<file path="config.mk">
export PLATFORM = sky130hd
export DESIGN_NAME = press_repeat
export DESIGN_NICKNAME = d
export VERILOG_FILES = /design/src/rtl/press_repeat.sv
export SDC_FILE = /design/constraint.sdc
export NUM_CORES = 1
export LEC_CHECK = 0
export ABC_AREA = 1
export BUFFER_PORTS_ARGS = -buffer_cell sky130_fd_sc_hd__buf_2
export CAP_MARGIN = 20
export CORE_MARGIN = 2
export CORE_UTILIZATION = 57
export CTS_CLUSTER_SIZE = 14
export DETAILED_ROUTE_END_ITERATION = 12
export HOLD_SLACK_MARGIN = 0.08
export PLACE_DENSITY = 0.87
export SLEW_MARGIN = 15
export SYNTH_ARGS = -nofsm -noshare
export SYNTH_HDL_FRONTEND = slang
export SYNTH_SLANG_ARGS = --single-unit
</file>
<file path="constraint.sdc">
create_clock -name clock -period 1.5 [get_ports clock]
set_input_delay 0.15 -clock clock [delete_from_list [all_inputs] [get_ports clock]]
set_output_delay 0.15 -clock clock [all_outputs]
set_load 0.03 [all_outputs]
</file>
<file path="src/rtl/press_repeat.sv">
// Push-button front end: synchronise and debounce a raw switch, then emit an
// increment strobe on press followed by auto-repeat strobes while held.
module press_repeat #(
    parameter int unsigned DEBOUNCE_CYCLES = 250000,
    parameter int unsigned HOLD_CYCLES     = 12500000,
    parameter int unsigned REPEAT_CYCLES   = 2500000
) (
    input  logic clock,
    input  logic reset_n,
    input  logic i_Switch,
    output logic o_Switch,
    output logic o_pulse,
    output logic o_held
);

    localparam int unsigned DW = $clog2(DEBOUNCE_CYCLES);
    localparam int unsigned HW = $clog2(HOLD_CYCLES);
    localparam int unsigned RW = $clog2(REPEAT_CYCLES);

    localparam logic [DW-1:0] DEB_LAST  = DW'(DEBOUNCE_CYCLES - 1);
    localparam logic [HW-1:0] HOLD_LAST = HW'(HOLD_CYCLES - 1);
    localparam logic [RW-1:0] REP_LAST  = RW'(REPEAT_CYCLES - 1);

    typedef enum logic [1:0] {
        IDLE,
        PRESSED,
        REPEAT
    } state_t;

    state_t          state, state_next;
    logic            sync1, s;
    logic [DW-1:0]   deb_cnt, deb_cnt_next;
    logic [HW-1:0]   hold_cnt, hold_cnt_next;
    logic [RW-1:0]   rep_cnt, rep_cnt_next;
    logic            sw_next;
    logic            rise, fall;
    logic            pulse_next;

    always_ff @(posedge clock or negedge reset_n) begin
        if (!reset_n) begin
            sync1    <= 1'b0;
            s        <= 1'b0;
            deb_cnt  <= '0;
            o_Switch <= 1'b0;
            state    <= IDLE;
            hold_cnt <= '0;
            rep_cnt  <= '0;
            o_pulse  <= 1'b0;
            o_held   <= 1'b0;
        end else begin
            sync1    <= i_Switch;
            s        <= sync1;
            deb_cnt  <= deb_cnt_next;
            o_Switch <= sw_next;
            state    <= state_next;
            hold_cnt <= hold_cnt_next;
            rep_cnt  <= rep_cnt_next;
            o_pulse  <= pulse_next;
            o_held   <= (state_next == REPEAT);
        end
    end

    // Debounced level is computed one step ahead so the FSM can react on the
    // same edge that o_Switch changes.
    always_comb begin
        deb_cnt_next = '0;
        sw_next      = o_Switch;
        if (s != o_Switch) begin
            if (deb_cnt == DEB_LAST) begin
                sw_next = s;
            end else begin
                deb_cnt_next = deb_cnt + 1'b1;
            end
        end
    end

    assign rise = sw_next & ~o_Switch;
    assign fall = ~sw_next & o_Switch;

    // Release is tested first so a coincident terminal count yields no pulse.
    always_comb begin
        state_next    = state;
        hold_cnt_next = '0;
        rep_cnt_next  = '0;
        pulse_next    = 1'b0;
        case (state)
            IDLE: begin
                if (rise) begin
                    state_next = PRESSED;
                    pulse_next = 1'b1;
                end
            end
            PRESSED: begin
                if (fall) begin
                    state_next = IDLE;
                end else if (hold_cnt == HOLD_LAST) begin
                    state_next = REPEAT;
                    pulse_next = 1'b1;
                end else begin
                    hold_cnt_next = hold_cnt + 1'b1;
                end
            end
            REPEAT: begin
                if (fall) begin
                    state_next = IDLE;
                end else if (rep_cnt == REP_LAST) begin
                    pulse_next = 1'b1;
                end else begin
                    rep_cnt_next = rep_cnt + 1'b1;
                end
            end
            default: begin
                state_next = IDLE;
            end
        endcase
    end

endmodule

</file>
==> flow_metrics.tcl, run 1 <==
set metrics [dict create \
    synthMuxAreaShare_pct 0 \
    grt_pass1_wl_mm 17.16 \
    synthXorXnorAreaFrac_pct 7.314 \
    tightest_slew_ps 502.1 \
    track_usage_pct 28.28 \
    crit_fanout 5 \
    routedWlPerCell_um 16.11 \
    drc_errors 0 \
    async_flop_share_pct 100.0 \
    clockRootBuffer "clkbuf_8" \
    start_kind "flip-flop" \
    wl_mm 11.55 \
    peakVddDrop_mv 0.5014 \
    worstPathCellList "ha_4 > nand3_4 > nor2_4 > buf_4 > buf_4 > nand2_1 > nand2_2 > nand3_2 > nand3_1" \
    die_w_um 88.52 \
    final_hold_viol_count 0 \
    antenna_found_initial 0 \
    nFillCells 432 \
    core_um2 6869 \
    synth.avg_cell_area_um2 7.526 \
    fin_crit_ps 1607 \
    cp_common_cell "buf_4" \
    synth_cells 541 \
    synth_top_family_by_area "simple AND/OR/NAND/NOR gates" \
    yosysMostFrequentCell "nor2_1" \
    initial_core_util_pct 59.27 \
    timing.rr.end "o_pulse" \
    ys_top_cells_by_count "142 x nor2_1, 127 x nand2_1, 71 x dfrtp_1" \
    worstSkewPairLatency_ps 360 \
    cp_slowest_cell "dfrtp_1" \
    grt_max_degree 21 \
    fmax_ghz 0.6222 \
    setup_violations 47 \
    rows 30 \
    end_kind "flip-flop" \
    synthTopCellsByArea "dfrtp_1 44%, nor2_1 13%, nand2_1 12%, xor2_1 5.4%, inv_1 4.8%" \
    clk_pin_slew_ps 80 \
    failed_checks "setup timing" \
    die_h_um 88.52 \
    rr_worst_depth 9 \
    place_area_um2 4464 \
    fin_ws_ps -107.2 \
    yosys.area.top_type "dfrtp_1" \
    path_class "reg2reg" \
    grt_pass1_vias 3906 \
    portBuffers 5 \
    synth-simple-area-share_pct 38.94 \
    finalMaxSlewViolations 0 \
    numCtsBuffers 9 \
    synth_compound_area_share_pct 2.766 \
    synth_fa_ha_area_share_pct 0.9219 \
    pwr_density_cell_nw_per_um2 647.9 \
    vias 4078 \
    drive_gt1_share_pct 29.47 \
    cts_tree "yes" \
    ys_seq_area_share_pct 43.64 \
    finalWeightedCongestion 0.9189 \
    synth-edff-count 0 \
    area_growth_pct 28.00 \
    finClkSkew_ps 12.23 \
    reg2reg_from "deb_cnt[1]" \
    dp_hpwl_mm 6.505 \
    leakagePower_nw 2.141 \
    antenna_left 0 \
    max_cap_violations 0 \
    dieArea_um2 7835 \
    drt-vias-per-instance 5.688 \
    path_delay_family "simple AND/OR/NAND/NOR gates" \
    yosysUniqueCellTypes 26 \
    hold-worst-slack_ps 273.2 \
    synth-seq-cells 71 \
    crit_buf_inv 2 \
    stdcell_area_um2 5211 \
    reg2reg_slack_ps -110 \
    fin_crit_sh_pct 107.1 \
    netlist.area_leader.share_pct 43.64 \
    synth_flop_cell "dfrtp_1" \
    crit_arrival_ps 1900 \
    max_stage_delay_ps 400 \
    slew_headroom_pct 66.49 \
    yosys_warnings 0 \
    first_pass_iters 5 \
    io_pins 6 \
    cts_buffer_depth 2 \
    htreeDepth 3 \
    drt_first_iter_violations 345 \
    antenna_cells 0 \
    cp.required_ps 1790 \
    grt_remaining_overflow 0 \
    syn_nets 547 \
    status "finished, violations left" \
    clock_sinks 71 \
    rsz0062_at_grt "true" \
    hp-class "in2async" \
    final_nets 623 \
    syn-cell-area_um2 4071 \
]
## state kept, by name, indices dropped and copies added (netlist names)
| register | cells |
|---|---|
| o_held | 1 |
| hold_cnt | 24 |
| o_pulse | 1 |
| state | 2 |
| sync1 | 1 |
| s | 1 |
| deb_cnt | 18 |
| o_Switch | 1 |
| rep_cnt | 22 |
## final cells by class
type                            count  area [µm²]  area share, %
Multi-Input combinational cell    415        2354          45.16
Sequential cell                    71        1787          34.29
Clock inverter                      1       5.005        0.09604
Tap cell                           96       120.1          2.305
Inverter                           53       201.4          3.866
Timing Repair Buffer               67       591.8          11.36
Clock buffer                       14       152.6          2.929
## cells by family (layout without fill, tap and decap cells)
logic type / after synthesis / in the layout
adders and majority gates: 3 / 3
buffers and inverters: 57 / 135
xor gates and xnor gates: 34 / 34
DFF: 71 / 71
AOI/OAI and AO/OA: 16 / 16
and+or+nand+nor: 360 / 362
## metal layers
layer | track usage [%] | vias up | routed length (µm)
met2 | 46.89 | 247 | 5588
li1 | - | 1842 | -
met4 | 14.05 | 0 | 583
met5 | 0 | - | 0
met3 | 6.903 | 70 | 872
met1 | 34.49 | 1919 | 4505
## worst max path at each step
| stage | start | end | slack [ps] | cells past startpoint |
|---|---|---|---|---|
| 2_1_floorplan | rep_cnt[0] | rep_cnt[6] | 20 | 7 |
| 3_3_place_gp | hold_cnt[0] | hold_cnt[21] | -20 | 8 |
| 3_5_place_dp | hold_cnt[0] | hold_cnt[2] | -100 | 8 |
| 4_1_cts | hold_cnt[0] | hold_cnt[18] | -40 | 10 |
| 5_1_grt | deb_cnt[1] | o_pulse | -150 | 9 |
| 6_report | deb_cnt[1] | o_pulse | -110 | 9 |
## cell usage in the layout (no fill, tap or decap), types with 3 or more instances in the layout
master / instances
nor2_1: 114
nand2_1: 113
dfrtp_1: 63
inv_1: 50
buf_4: 48
nor2_2: 42
xor2_1: 25
nand3_1: 21
nand4_1: 14
nor2_4: 12
nand2_2: 11
clkbuf_8: 10
xnor2_1: 8
dfrtp_2: 8
nor3_2: 7
buf_6: 7
nand3_2: 6
nand3_4: 6
nor3_1: 6
o21ai_0: 5
buf_2: 5
clkbuf_1: 4
buf_12: 4
and2_1: 3
nand2_4: 3
a21oi_1: 3
o21ai_1: 3
## metrics by stage
| step | setup slack, ps | TNS [ps] | instances | power (mW) | util [%] |
|---|---|---|---|---|---|
| 2_1_floorplan | 19.02 | 0 | 541 | 1.990 | - |
| 3_3_place_gp | -17.60 | -90.11 | 673 | 2.052 | 64.99 |
| 3_5_place_dp | -97.06 | -1478 | 673 | 2.056 | 64.99 |
| 4_1_cts | -35.22 | -250.6 | 705 | 3.369 | 70.60 |
| 5_1_grt | -145.7 | -4479 | 717 | 3.486 | 75.87 |
| 6_report | -107.2 | -2087 | 717 | 3.376 | 75.87 |
## power breakdown
group,total (mW),internal [mW],switching [mW]
Combinational,0.110,0.0370,0.0732
Clock,1.33,0.637,0.697
Sequential,1.93,1.92,0.00910
Total,3.38,2.60,0.779
## timing repair
item                                   4_1_cts  5_1_grt
endpoints found under the hold margin       16        0
buffers inserted                            13       11
cloned                                       2        1
setup endpoints to repair                   44       61
pin swaps                                    8       27
resized for setup                           18       80
hold buffers                                 2        0
No activity file was read; power rests on OpenSTA's default activity.
==> run 2: changes to the inputs <==
--- a/config.mk
+++ b/config.mk
@@ -10,10 +10,11 @@
 export CAP_MARGIN = 20
 export CORE_MARGIN = 2
 export CORE_UTILIZATION = 57
+export CTS_CLUSTER_DIAMETER = 80
 export CTS_CLUSTER_SIZE = 14
 export DETAILED_ROUTE_END_ITERATION = 12
 export HOLD_SLACK_MARGIN = 0.08
-export PLACE_DENSITY = 0.87
+export PLACE_DENSITY = 0.76
 export SLEW_MARGIN = 15
 export SYNTH_ARGS = -nofsm -noshare
 export SYNTH_HDL_FRONTEND = slang
==> flow_metrics.tcl, run 2 (synthesis results as in run 1) <==
set metrics [dict create \
    drc_errors 0 \
    cp_slowest_cell "dfrtp_1" \
    antenna_left 0 \
    seqPwrFrac_pct 57.2 \
    pwr_density_cell_nw_per_um2 652.5 \
    end_kind "flip-flop" \
    place_inst 679 \
    largest_registers "hold_cnt: 24 flops, rep_cnt: 22 flops, deb_cnt: 18 flops" \
    htreeDepth 3 \
    track_usage_pct 27.15 \
    crit_arrival_ps 1810 \
    crit_fanout 7 \
    finalMaxSlewViolations 0 \
    clock_sinks 71 \
    area_growth_pct 27.01 \
    path_class "reg2reg" \
    cp_common_cell "nand3_4" \
    place_ws_ps -56.57 \
    mostFrequentLayoutCell "nor2_1" \
    largest_reg_flops 24 \
    vias 3898 \
    fin_cells 715 \
    grt_pass1_wl_mm 16.32 \
    power_frac_clock_pct 39.7 \
    slew_headroom_pct 57.72 \
    fin_crit_sh_pct 104.8 \
    antenna_cells 0 \
    regMostFlops "hold_cnt" \
    portBuffers 5 \
    fmax_ghz 0.6364 \
    max_cap_violations 0 \
    worstSkewPairLatency_ps 360 \
    routedWlPerCell_um 15.09 \
    power_mw 3.374 \
    antenna_found_initial 0 \
    grt_remaining_overflow 0 \
    drive_gt1_share_pct 28.92 \
    finClkSkew_ps 13.57 \
    first_pass_iters 5 \
    sw_frac_of_total_pct 23.28 \
    drt_first_iter_violations 321 \
    drt-vias-per-instance 5.452 \
    final_nets 621 \
    final_util_pct 75.28 \
    intPower_mw 2.589 \
    dp_hpwl_mm 6.567 \
    core_um2 6869 \
    clk_pin_slew_ps 80 \
    max_stage_delay_ps 400 \
    rsz0062_at_grt "true" \
    grt_max_degree 35 \
    cts_buffer_depth 2 \
    final_hold_viol_count 0 \
    leakagePower_nw 2.127 \
    start_kind "flip-flop" \
    failed_checks "setup timing" \
    worstPathCellList "nand2_1 > inv_2 > nand3_2 > nor2_4 > nand3_4 > buf_12 > nand3_4 > nor2_1" \
    power.net_switching_uw 785.5 \
    dieArea_um2 7835 \
    grt_pass1_vias 3677 \
    die_w_um 88.52 \
    numCtsBuffers 9 \
    initial_core_util_pct 59.27 \
    die_h_um 88.52 \
    pwr-share-comb_pct 3.1 \
    io_pins 6 \
    status "finished, violations left" \
    crit_buf_inv 2 \
    rows 30 \
    cts_tree "yes" \
    tightest_slew_ps 633.5 \
    clockRootBuffer "clkbuf_8" \
    fin_ws_ps -71.41 \
    layout_common_cells "118 x nor2_1, 115 x nand2_1, 66 x dfrtp_1" \
    setup_violations 35 \
    fin_crit_ps 1571 \
    path_delay_family "simple AND/OR/NAND/NOR gates" \
    hp-class "in2async" \
    peakVddDrop_mv 0.4556 \
    wl_mm 10.79 \
    finalWeightedCongestion 0.9413 \
    cp.required_ps 1740 \
]
run 2: cell count changes in the layout (fill, tap and decap cells not counted), sizes merged:
| cell | previous run | this run |
|---|---|---|
| clkbuf | 14 | 11 |
| buf | 65 | 62 |
| clkinv | 1 | 3 |
| nand3 | 33 | 34 |
| clkinvlp | 0 | 1 |
run 2: timing repair:
action	4_1_cts	5_1_grt
setup buffers	1	15
gates resized for setup	15	68
pin swaps	3	38
hold buffers	2	0
gates cloned	3	0
endpoints found under the setup margin	46	61
hold endpoints to repair	72	0
run 2: worst reg2reg max path, delay by kind of cell (launching register included):
| family | cells | cell delay, ps |
|---|---|---|
| flops | 1 | 400 |
| buf+inv | 2 | 280 |
| simple gates | 6 | 790 |
run 2: power groups by stage:
stage	combinational (mW)	sequential, mW	clock (mW)
floorplan	0.0233	1.97	0
global placement	0.0887	1.97	0
detailed placement	0.0911	1.97	0
CTS	0.0951	1.93	1.35
global route	0.118	1.93	1.43
finish	0.104	1.93	1.34
run 2: layer usage:
metal,wire length (µm),GRT usage (%),vias to the layer above,part of all wire [%]
li1,-,-,1836,-
met1,4335,33.77,1833,40
met2,5261,44.91,175,49
met3,700,5.504,54,6.5
met4,491,13.91,0,4.6
met5,0,0,-,0
run 2: final cells by class:
type                       count  area [µm²]
multi-input combinational    416        2367
sequential                    71        1783
fill                         484        1698
timing repair buffer          64       538.0
inverter                      53       198.9
clock buffer                  11       141.4
tap                           96       120.1
clock inverter                 4       22.52
run 2: final timing paths:
kind	start	to	slack, ps	depth (start not counted)
worst max-delay path	deb_cnt[14]	hold_cnt[20]	-70	8
worst max register to register	deb_cnt[14]	hold_cnt[20]	-70	8
min in group clock	sync1	s	370	0
max in group asynchronous	reset_n	hold_cnt[8]	720	3
worst min register to register	sync1	s	370	0
worst min-delay path	reset_n	deb_cnt[8]	240	2
run 2: per-stage QoR:
stage | TNS [ps] | area (µm²) | hold slack [ps]
floorplan | 0 | 4081 | -145.6
global placement | -2.461 | 4512 | 75.36
detailed placement | -654.6 | 4512 | 83.82
CTS | -6.754 | 4803 | 236.3
global route | -4632 | 5171 | 274.7
finish | -966.1 | 5171 | 235.3
